$ cat src/rtl/lab3_z1_mac_pkg.sv
// Shared definitions for the lab3_z1 pipelined multiply-accumulate.
// Mode codes, product width helper and configuration sanity check.
package lab3_z1_mac_pkg;

  localparam logic MODE_MUL = 1'b0;
  localparam logic MODE_ACC = 1'b1;

  function automatic int prod_w(input int a_w, input int b_w);
    return a_w + b_w;
  endfunction

  // The accumulator must hold a full product and the pipe needs operand,
  // product and accumulator stages at minimum.
  function automatic bit cfg_ok(input int a_w, input int b_w, input int acc_w,
                                input int num_stage);
    return (acc_w >= a_w + b_w) && (num_stage >= 3);
  endfunction

endpackage

$ cat src/rtl/lab3_z1_mac_pipe_if.sv
// Sample/result bus of the lab3_z1 MAC: operand side driven by fetch logic,
// result side consumed by writeback.
interface lab3_z1_mac_pipe_if #(
  parameter int A_W   = 16,
  parameter int B_W   = 16,
  parameter int ACC_W = 40
);
  logic             in_valid;
  logic [A_W-1:0]   din0;
  logic [B_W-1:0]   din1;
  logic             mode;
  logic             clr;
  logic             out_valid;
  logic [ACC_W-1:0] dout;
  logic             ovf;

  modport master (
    output in_valid, din0, din1, mode, clr,
    input  out_valid, dout, ovf
  );

  modport slave (
    input  in_valid, din0, din1, mode, clr,
    output out_valid, dout, ovf
  );
endinterface

$ cat src/rtl/lab3_z1_mac_mult_pipe.sv
// Operand register, multiplier and product delay line of the lab3_z1 MAC.
// Covers stages 1..NUM_STAGE-1; valid/mode/clr ride along with each product.
module lab3_z1_mac_mult_pipe
  import lab3_z1_mac_pkg::*;
#(
  parameter int A_W       = 16,
  parameter int B_W       = 16,
  parameter int NUM_STAGE = 4,
  parameter int SIGNED    = 1
) (
  input  logic                 clk,
  input  logic                 reset,
  input  logic                 ce,
  input  logic                 in_valid,
  input  logic [A_W-1:0]       din0,
  input  logic [B_W-1:0]       din1,
  input  logic                 mode,
  input  logic                 clr,
  output logic                 vld_o,
  output logic                 mode_o,
  output logic                 clr_o,
  output logic [A_W+B_W-1:0]   prod_o
);

  localparam int P_W = prod_w(A_W, B_W);
  localparam int DLY = NUM_STAGE - 2;

  logic           vld_p1_q, vld_p1_d;
  logic           mode_p1_q, mode_p1_d;
  logic           clr_p1_q, clr_p1_d;
  logic [A_W-1:0] a_p1_q, a_p1_d;
  logic [B_W-1:0] b_p1_q, b_p1_d;

  // Index 0 is stage 2 (fresh product); index DLY-1 feeds the accumulator.
  logic           vld_p2_q  [DLY];
  logic           vld_p2_d  [DLY];
  logic           mode_p2_q [DLY];
  logic           mode_p2_d [DLY];
  logic           clr_p2_q  [DLY];
  logic           clr_p2_d  [DLY];
  logic [P_W-1:0] prod_p2_q [DLY];
  logic [P_W-1:0] prod_p2_d [DLY];

  function automatic logic [P_W-1:0] mul(input logic [A_W-1:0] a,
                                         input logic [B_W-1:0] b);
    logic signed [P_W-1:0] sa;
    logic signed [P_W-1:0] sb;
    logic        [P_W-1:0] ua;
    logic        [P_W-1:0] ub;
    sa = P_W'($signed(a));
    sb = P_W'($signed(b));
    ua = P_W'(a);
    ub = P_W'(b);
    if (SIGNED != 0) return sa * sb;
    return ua * ub;
  endfunction

  always_comb begin
    vld_p1_d  = vld_p1_q;
    mode_p1_d = mode_p1_q;
    clr_p1_d  = clr_p1_q;
    a_p1_d    = a_p1_q;
    b_p1_d    = b_p1_q;
    vld_p2_d  = vld_p2_q;
    mode_p2_d = mode_p2_q;
    clr_p2_d  = clr_p2_q;
    prod_p2_d = prod_p2_q;
    if (ce) begin
      // stage 1: operand capture
      vld_p1_d  = in_valid;
      mode_p1_d = mode;
      clr_p1_d  = clr;
      a_p1_d    = din0;
      b_p1_d    = din1;
      // stage 2: full-width product
      vld_p2_d[0]  = vld_p1_q;
      mode_p2_d[0] = mode_p1_q;
      clr_p2_d[0]  = clr_p1_q;
      prod_p2_d[0] = mul(a_p1_q, b_p1_q);
      // stages 3..NUM_STAGE-1: product delay
      for (int i = 1; i < DLY; i++) begin
        vld_p2_d[i]  = vld_p2_q[i-1];
        mode_p2_d[i] = mode_p2_q[i-1];
        clr_p2_d[i]  = clr_p2_q[i-1];
        prod_p2_d[i] = prod_p2_q[i-1];
      end
    end
  end

  always_ff @(posedge clk or posedge reset) begin
    if (reset) begin
      vld_p1_q  <= 1'b0;
      mode_p1_q <= 1'b0;
      clr_p1_q  <= 1'b0;
      a_p1_q    <= '0;
      b_p1_q    <= '0;
      for (int i = 0; i < DLY; i++) begin
        vld_p2_q[i]  <= 1'b0;
        mode_p2_q[i] <= 1'b0;
        clr_p2_q[i]  <= 1'b0;
        prod_p2_q[i] <= '0;
      end
    end else begin
      vld_p1_q  <= vld_p1_d;
      mode_p1_q <= mode_p1_d;
      clr_p1_q  <= clr_p1_d;
      a_p1_q    <= a_p1_d;
      b_p1_q    <= b_p1_d;
      vld_p2_q  <= vld_p2_d;
      mode_p2_q <= mode_p2_d;
      clr_p2_q  <= clr_p2_d;
      prod_p2_q <= prod_p2_d;
    end
  end

  assign vld_o  = vld_p2_q[DLY-1];
  assign mode_o = mode_p2_q[DLY-1];
  assign clr_o  = clr_p2_q[DLY-1];
  assign prod_o = prod_p2_q[DLY-1];

endmodule

$ cat src/rtl/lab3_z1_mac_pipe.sv
// Pipelined multiply-accumulate for lab3_z1: multiplier pipe plus the final
// accumulator stage with wrap-around sum and sticky overflow flag.
module lab3_z1_mac_pipe
  import lab3_z1_mac_pkg::*;
#(
  parameter int A_W       = 16,
  parameter int B_W       = 16,
  parameter int ACC_W     = 40,
  parameter int NUM_STAGE = 4,
  parameter int SIGNED    = 1
) (
  input  logic               clk,
  input  logic               reset,
  input  logic               ce,
  lab3_z1_mac_pipe_if.slave  bus
);

  localparam int P_W = prod_w(A_W, B_W);

  if (!cfg_ok(A_W, B_W, ACC_W, NUM_STAGE)) begin : g_cfg_err
    $error("lab3_z1_mac_pipe: need ACC_W >= A_W+B_W and NUM_STAGE >= 3");
  end

  logic             vld_m;
  logic             mode_m;
  logic             clr_m;
  logic [P_W-1:0]   prod_m;

  logic             out_valid_q, out_valid_d;
  logic [ACC_W-1:0] dout_q, dout_d;
  logic             ovf_q, ovf_d;
  logic [ACC_W-1:0] ext_p;
  logic [ACC_W-1:0] sum;

  lab3_z1_mac_mult_pipe #(
    .A_W       (A_W),
    .B_W       (B_W),
    .NUM_STAGE (NUM_STAGE),
    .SIGNED    (SIGNED)
  ) u_mult (
    .clk      (clk),
    .reset    (reset),
    .ce       (ce),
    .in_valid (bus.in_valid),
    .din0     (bus.din0),
    .din1     (bus.din1),
    .mode     (bus.mode),
    .clr      (bus.clr),
    .vld_o    (vld_m),
    .mode_o   (mode_m),
    .clr_o    (clr_m),
    .prod_o   (prod_m)
  );

  function automatic logic [ACC_W-1:0] ext_prod(input logic [P_W-1:0] p);
    if (SIGNED != 0) return ACC_W'($signed(p));
    return ACC_W'(p);
  endfunction

  // Signed: like-signed addends giving an opposite-signed result.
  // Unsigned: carry out of the top accumulator bit.
  function automatic logic add_ovf(input logic [ACC_W-1:0] a,
                                   input logic [ACC_W-1:0] b);
    logic [ACC_W:0]   wide;
    logic [ACC_W-1:0] s;
    wide = {1'b0, a} + {1'b0, b};
    s    = wide[ACC_W-1:0];
    if (SIGNED != 0)
      return (a[ACC_W-1] == b[ACC_W-1]) && (s[ACC_W-1] != a[ACC_W-1]);
    return wide[ACC_W];
  endfunction

  always_comb begin
    out_valid_d = out_valid_q;
    dout_d      = dout_q;
    ovf_d       = ovf_q;
    ext_p       = ext_prod(prod_m);
    sum         = dout_q + ext_p;
    // stage NUM_STAGE: accumulator
    if (ce) begin
      out_valid_d = vld_m;
      if (vld_m) begin
        if (mode_m == MODE_ACC && !clr_m) begin
          dout_d = sum;
          ovf_d  = ovf_q | add_ovf(dout_q, ext_p);
        end else begin
          dout_d = ext_p;
          ovf_d  = 1'b0;
        end
      end
    end
  end

  always_ff @(posedge clk or posedge reset) begin
    if (reset) begin
      out_valid_q <= 1'b0;
      dout_q      <= '0;
      ovf_q       <= 1'b0;
    end else begin
      out_valid_q <= out_valid_d;
      dout_q      <= dout_d;
      ovf_q       <= ovf_d;
    end
  end

  assign bus.out_valid = out_valid_q;
  assign bus.dout      = dout_q;
  assign bus.ovf       = ovf_q;

endmodule

$ cat src/flat_wrapper.sv
// flat-port wrapper written by rule: the top's interface ports become plain ports
module lab3_z1_mac_pipe_flat import lab3_z1_mac_pkg::*;
#(
  parameter int A_W       = 16,
  parameter int B_W       = 16,
  parameter int ACC_W     = 40,
  parameter int NUM_STAGE = 4,
  parameter int SIGNED    = 1
)
  (clk, reset, ce, bus_in_valid, bus_din0, bus_din1, bus_mode, bus_clr, bus_out_valid, bus_dout, bus_ovf);
  lab3_z1_mac_pipe_if #(.A_W(A_W), .B_W(B_W), .ACC_W(ACC_W)) bus_i ();
  input  logic clk;
  input  logic reset;
  input  logic ce;
  input wire logic [$bits(bus_i.in_valid)-1:0] bus_in_valid;
  input wire logic [$bits(bus_i.din0)-1:0] bus_din0;
  input wire logic [$bits(bus_i.din1)-1:0] bus_din1;
  input wire logic [$bits(bus_i.mode)-1:0] bus_mode;
  input wire logic [$bits(bus_i.clr)-1:0] bus_clr;
  output wire logic [$bits(bus_i.out_valid)-1:0] bus_out_valid;
  output wire logic [$bits(bus_i.dout)-1:0] bus_dout;
  output wire logic [$bits(bus_i.ovf)-1:0] bus_ovf;
  assign bus_i.in_valid = bus_in_valid;
  assign bus_i.din0 = bus_din0;
  assign bus_i.din1 = bus_din1;
  assign bus_i.mode = bus_mode;
  assign bus_i.clr = bus_clr;
  assign bus_out_valid = bus_i.out_valid;
  assign bus_dout = bus_i.dout;
  assign bus_ovf = bus_i.ovf;
  lab3_z1_mac_pipe #(.A_W(A_W), .B_W(B_W), .ACC_W(ACC_W), .NUM_STAGE(NUM_STAGE), .SIGNED(SIGNED)) u_core (.clk(clk), .reset(reset), .ce(ce), .bus(bus_i));
endmodule
$ cat config.mk
export PLATFORM = sky130hd
export DESIGN_NAME = lab3_z1_mac_pipe_flat
export DESIGN_NICKNAME = d
export VERILOG_FILES = /design/src/rtl/lab3_z1_mac_pkg.sv /design/src/rtl/lab3_z1_mac_pipe_if.sv /design/src/rtl/lab3_z1_mac_mult_pipe.sv /design/src/rtl/lab3_z1_mac_pipe.sv /design/src/flat_wrapper.sv
export SDC_FILE = /design/constraint.sdc
export NUM_CORES = 1
export LEC_CHECK = 0
export BUFFER_PORTS_ARGS = -buffer_cell sky130_fd_sc_hd__clkbuf_2
export CORE_MARGIN = 4
export CORE_UTILIZATION = 60
export DETAILED_ROUTE_END_ITERATION = 8
export GPL_ROUTABILITY_DRIVEN = 0
export PLACE_DENSITY = 0.78
export SLEW_MARGIN = 20
export SYNTH_ARGS = -nofsm -noshare
export SYNTH_HDL_FRONTEND = slang
export SYNTH_SLANG_ARGS = --single-unit
$ cat constraint.sdc
create_clock -name clk -period 7.2 [get_ports clk]
set_input_delay 0.72 -clock clk [delete_from_list [all_inputs] [get_ports clk]]
set_output_delay 0.72 -clock clk [all_outputs]
set_load 0.005 [all_outputs]
After elaboration in Yosys (flattened, before gate mapping). Cells that the tools add are included.

Register bits: 147. Bits of input ports: 38. Output and inout bits: 42. Logic and storage cells: 38.

$add $sub $neg: 2. Multipliers: 2. Equal/unequal tests: 2. Muxes and demuxes: 11. Bitwise logic cells: 1. Reduce and logical (&&, ||, !) cells: 4.

Operators by type and width (number): $mul A16 B16 Y32 (2); $add A40 B40 Y41 (1); $add A40 B40 Y40 (1); $mux W40 (1); $mux W32 (1); $mux W1 (9); $logic_and A1 B1 Y1 (2); $reduce_and A2 Y1 (1); $eq A1 B1 Y1 (1); $logic_not A1 Y1 (1); $ne A1 B1 Y1 (1); $or A1 B1 Y1 (1).

Depth between registers and ports, before layout.
Depth after elaboration: 11. Gate-level depth with buffers: 25.

Modules after synthesis. A second synthesis with hierarchy kept.

Cell total of the unflattened synthesis: 1930. Area, all modules: 18112.4 sq um.

By module, submodules not included: lab3_z1_mac_mult_pipe (times used 1, cells each 1408, area each 14143.6 sq um); lab3_z1_mac_pipe (times used 1, cells each 522, area each 3968.8 sq um).

Least setup slack after synthesis. OpenSTA, ideal clock, no wires.

Path kind: reg-to-reg. Start point: reg u_core.u_mult.b_p1_q[9]. End point: reg u_core.u_mult.prod_p2_q[61] in the netlist's numbering. Data arrival time: 6.199 ns. Required time: 7.075 ns. Slack: 0.876 ns. Cell stages (with the launch flop): 25. Path buffers: 1. Clock period less this slack: 6.324 ns. Cells stage by stage: dfrtp_1 -> clkbuf_1 -> nand2_1 -> fa_1 -> inv_1 -> fa_1 -> inv_1 -> fa_1 -> inv_1 -> fa_1 -> fa_1 -> inv_1 -> fa_1 -> inv_1 -> ha_1 -> a21o_1 -> a31oi_1 -> nand2_1 -> a211oi_1 -> o211a_1 -> o21ai_1 -> o41a_1 -> a31oi_1 -> xnor2_1 -> mux2_2.

Cells in the longest elaborated chain, start to end: 2. Elaborated cells between the ends (all ways): 3. Those cells by class: mul (2); mux (1).

RTL lines: start: declaration (RTL line lab3_z1_mac_mult_pipe.sv:32) `logic [B_W-1:0] b_p1_q, b_p1_d;`; start signal: assignment (RTL line lab3_z1_mac_mult_pipe.sv:108) `b_p1_q <= b_p1_d;`; $mul A16 B16 Y32 (on tied branches) (RTL line lab3_z1_mac_mult_pipe.sv:55, lab3_z1_mac_mult_pipe.sv:54); $mux W32 (*) (RTL line lab3_z1_mac_mult_pipe.sv:55) `return ua * ub;`; end signal: assignment (RTL line lab3_z1_mac_mult_pipe.sv:112) `prod_p2_q <= prod_p2_d;`; end: declaration (RTL line lab3_z1_mac_mult_pipe.sv:41) `logic [P_W-1:0] prod_p2_q [DLY];`.

Mark *: on every way between the ends. The rest lies on a longest branch, timed or not. A chain may end at the register's enable or synchronous reset.

Worst setup path after layout.
Start point: reg u_core.u_mult.a_p1_q[10]. End point: reg u_core.u_mult.prod_p2_q[61] in the netlist's numbering.

Cells in the longest elaborated chain, start to end: 2. Elaborated cells between the ends (all ways): 3. Those cells by class: mul (2); mux (1).

RTL lines: start: declaration (RTL line lab3_z1_mac_mult_pipe.sv:31) `logic [A_W-1:0] a_p1_q, a_p1_d;`; start signal: assignment (RTL line lab3_z1_mac_mult_pipe.sv:107) `a_p1_q <= a_p1_d;`; $mul A16 B16 Y32 (on tied branches) (RTL line lab3_z1_mac_mult_pipe.sv:55, lab3_z1_mac_mult_pipe.sv:54); $mux W32 (*) (RTL line lab3_z1_mac_mult_pipe.sv:55).

Marked as above.

==> flow_metrics.tcl <==
set metrics [dict create \
    grt_max_degree 80 \
    final_cell_mix "341 x inv_1, 263 x fa_1, 190 x nand2_1" \
    dieArea_um2 32100 \
    met1_usage_pct 36.0 \
    clk_path_buf_depth 2 \
    cts_root_buf "clkbuf_16" \
    synth_ff_type "dfrtp_1" \
    status "completed" \
    r2r-start "u_core.u_mult.a_p1_q[10]$_DFFE_PP0P_" \
    synthArstFlopShare_pct 100 \
    cp-start-kind "flip-flop" \
    reg2reg_depth 22 \
    cts_setup_buffers 0 \
    layout-drive-gt1-share_pct 13.1 \
    cp.required_ns 7.51 \
    worst_slew_pin_slew_ns 1.07 \
    critPathKind "flip-flop to flip-flop" \
    die_width_um 179 \
    maxSlewViolCount 0 \
    ios 80 \
    multi_input_area_um2 12400 \
    grt_pass1_wl_mm 69.1 \
    final_common_cell "inv_1" \
    cp_slowest_cell "dfrtp_1" \
    drtPass1Iterations 7 \
    drt-total-wl_mm 41.2 \
    seq_area_um2 3680 \
    layout.nets 2303 \
    vias_per_cell 5.69 \
    top_usage_layer "met2" \
    ys_seq_elements 147 \
    use_met3_pct 5.10 \
    max_stage_delay_ns 0.63 \
    slew_headroom_pct 28.7 \
    grt_usage_pct 27.5 \
    fin_tns_setup_ns 0 \
    clock_sinks 147 \
    crit_path_frequent_cell "fa_1" \
    area.growth.synth_to_final_pct 8.07 \
    cp.arrival_ns 7.19 \
    syn_area_per_cell_um2 9.63 \
    fmax_mhz 146 \
    fp.dieH_um 179 \
    core_area_um2 28800 \
    cts_tree "built" \
    synth_edf_count 0 \
    cap_violations 0 \
    crit_fanout 17 \
    cp-end-kind "flip-flop" \
    cts_max_level 4 \
    syn-num-nets 2247 \
    fin_crit_ns 6.87 \
    r2r_slack_ns 0.33 \
    syn-cell-area_um2 17600 \
    overflow 0 \
    numCtsBuffers 17 \
    routedWlPerCell_um 18.1 \
    clkTransAtPathRegs_ns 0.08 \
    drtIter0Drc 850 \
    crit_end "u_core.u_mult.prod_p2_q[61]$_DFFE_PP0P_" \
    crit_chain "and2_1, fa_1, inv_1, fa_1, fa_1, inv_1, fa_1, fa_1, inv_1, fa_1, inv_1, ha_1, a21o_1, a31oi_1, nand2_1, a211oi_1, o211a_1, o21ai_1, o41a_1, a31oi_1, xnor2_1, mux2_2" \
    netlist-cell-type-count 66 \
    min-delay-path-class "primary input to async pin" \
    clock_latency_ns 0.45 \
    port_buffers 79 \
    startpoint "u_core.u_mult.a_p1_q[10]$_DFFE_PP0P_" \
    ys_seq_area_share_pct 20.9 \
    finalSetupViolations 0 \
    finalClockSkew_ns 0.0196 \
    hpwlAfterDp_mm 31.8 \
    fillers 2240 \
    initial_core_util_pct 61.1 \
    rsz0062_at_grt "no" \
    period_share_pct 95.4 \
    vias 13000 \
    postSynthCellCount 1825 \
    grtUsageMet2_pct 45.6 \
    synth_warnings 0 \
    drcViolationCount 0 \
    antenna_found_initial 1 \
    antenna_left 0 \
    grt_pass1_vias 13700 \
    cts_hold_buf 0 \
    num_rows 62 \
    r2r-end "u_core.u_mult.prod_p2_q[61]$_DFFE_PP0P_" \
    hold_viol 0 \
    diodes 0 \
]
## flip-flops by register name, summed over array words and instances (netlist names)
signal                   flops
u_core.bus.dout             40
u_core.u_mult.vld_p2_q       1
u_core.u_mult.mode_o         1
u_core.u_mult.clr_o          1
u_core.u_mult.prod_p2_q     32
u_core.u_mult.a_p1_q        16
u_core.bus.out_valid         1
u_core.u_mult.clr_p2_q       1
u_core.u_mult.vld_p1_q       1
u_core.u_mult.prod_o        32
u_core.u_mult.vld_o          1
u_core.u_mult.b_p1_q        16
u_core.u_mult.mode_p2_q      1
u_core.bus.ovf               1
u_core.u_mult.clr_p1_q       1
u_core.u_mult.mode_p1_q      1
## per-stage QoR
step | instance area (µm²) | hold slack (ns) | util, % | setup WS, ns | cells
6_report | 19000 | 0.416 | 66.0 | 0.328 | 2276
3_3_place_gp | 18400 | 0.474 | 63.9 | 0.588 | 2246
2_1_floorplan | 17600 | 0.446 | - | 0.876 | 1825
3_5_place_dp | 18400 | 0.479 | 63.9 | 0.422 | 2246
4_1_cts | 19000 | 0.439 | 66.0 | 0.380 | 2276
5_1_grt | 19000 | 0.477 | 66.0 | 0.0297 | 2276
## what timing repair did
item | 4_1_cts | 5_1_grt
endpoints found under the hold margin | 0 | 0
endpoints found under the setup margin | 0 | 1
resized for setup | 0 | 1
## how the worst min path moves through the flow
stage                                                 start                                      end  slack (ns)  cells past startpoint
global route                                          reset          u_core.bus.dout[38]$_DFFE_PP0P_        0.48                      2
CTS                                                   reset          u_core.bus.dout[38]$_DFFE_PP0P_        0.44                      2
detailed placement  u_core.u_mult.prod_p2_q[57]$_DFFE_PP0P_  u_core.u_mult.prod_p2_q[57]$_DFFE_PP0P_        0.48                      2
global placement    u_core.u_mult.prod_p2_q[57]$_DFFE_PP0P_  u_core.u_mult.prod_p2_q[57]$_DFFE_PP0P_        0.47                      2
floorplan           u_core.u_mult.prod_p2_q[33]$_DFFE_PP0P_      u_core.u_mult.prod_o[1]$_DFFE_PP0P_        0.45                      2
finish                                                reset          u_core.bus.dout[38]$_DFFE_PP0P_        0.42                      2
## per-layer routing
metal	wire, µm	vias to the layer above
li1	-	5856
met2	20000	532
met3	3050	134
met5	0	-
met1	16300	6431
met4	1800	0
## Yosys cell counts (all sizes together) (11+ instances only)
cell	number	area share [%]
and2	128	4.6
xnor2	49	2.4
dfrtp	147	21
fa	263	30
ha	121	8.6
nand2	191	4.1
nor2	76	1.6
o21ai	66	1.9
o21bai	16	0.68
clkbuf	61	1.3
nand3	11	0.31
inv	342	7.3
mux2	95	6.1
a21oi	90	2.6
a21o	36	1.5
xor2	15	0.75
## logic make-up (layout without fill, tap and decap cells)
group | after synthesis | count (layout) | share of synthesized area, %
fa+ha+maj | 384 | 384 | 38.6
simple gates | 454 | 454 | 12.3
buf+inv | 408 | 475 | 8.72
compound gates | 271 | 271 | 10.0
flops | 147 | 147 | 20.9
mux | 97 | 97 | 6.22
xor+xnor | 64 | 64 | 3.19
## critical path: cells and delay by family (launching register included)
family / cells / cell delay, ns
AOI/OAI and AO/OA: 7 / 1.70
xor gates and xnor gates: 1 / 0.08
adders and majority gates: 7 / 3.43
buffers and inverters: 4 / 0.22
DFF: 1 / 0.63
muxes: 1 / 0.26
and+or+nand+nor: 2 / 0.41
## final cells by class
class | count | area share (%)
multi-input cells | 1270 | 65.1
flip-flops and latches | 147 | 19.4
inverters | 342 | 6.79
repair buffers | 103 | 3.04
well taps | 384 | 2.53
clock buffers | 18 | 2.31
clock inverters | 12 | 0.830
Power is left out: the tool's default activity adds up to more than one toggle a clock period on the data nets, which glitch-free logic cannot reach.
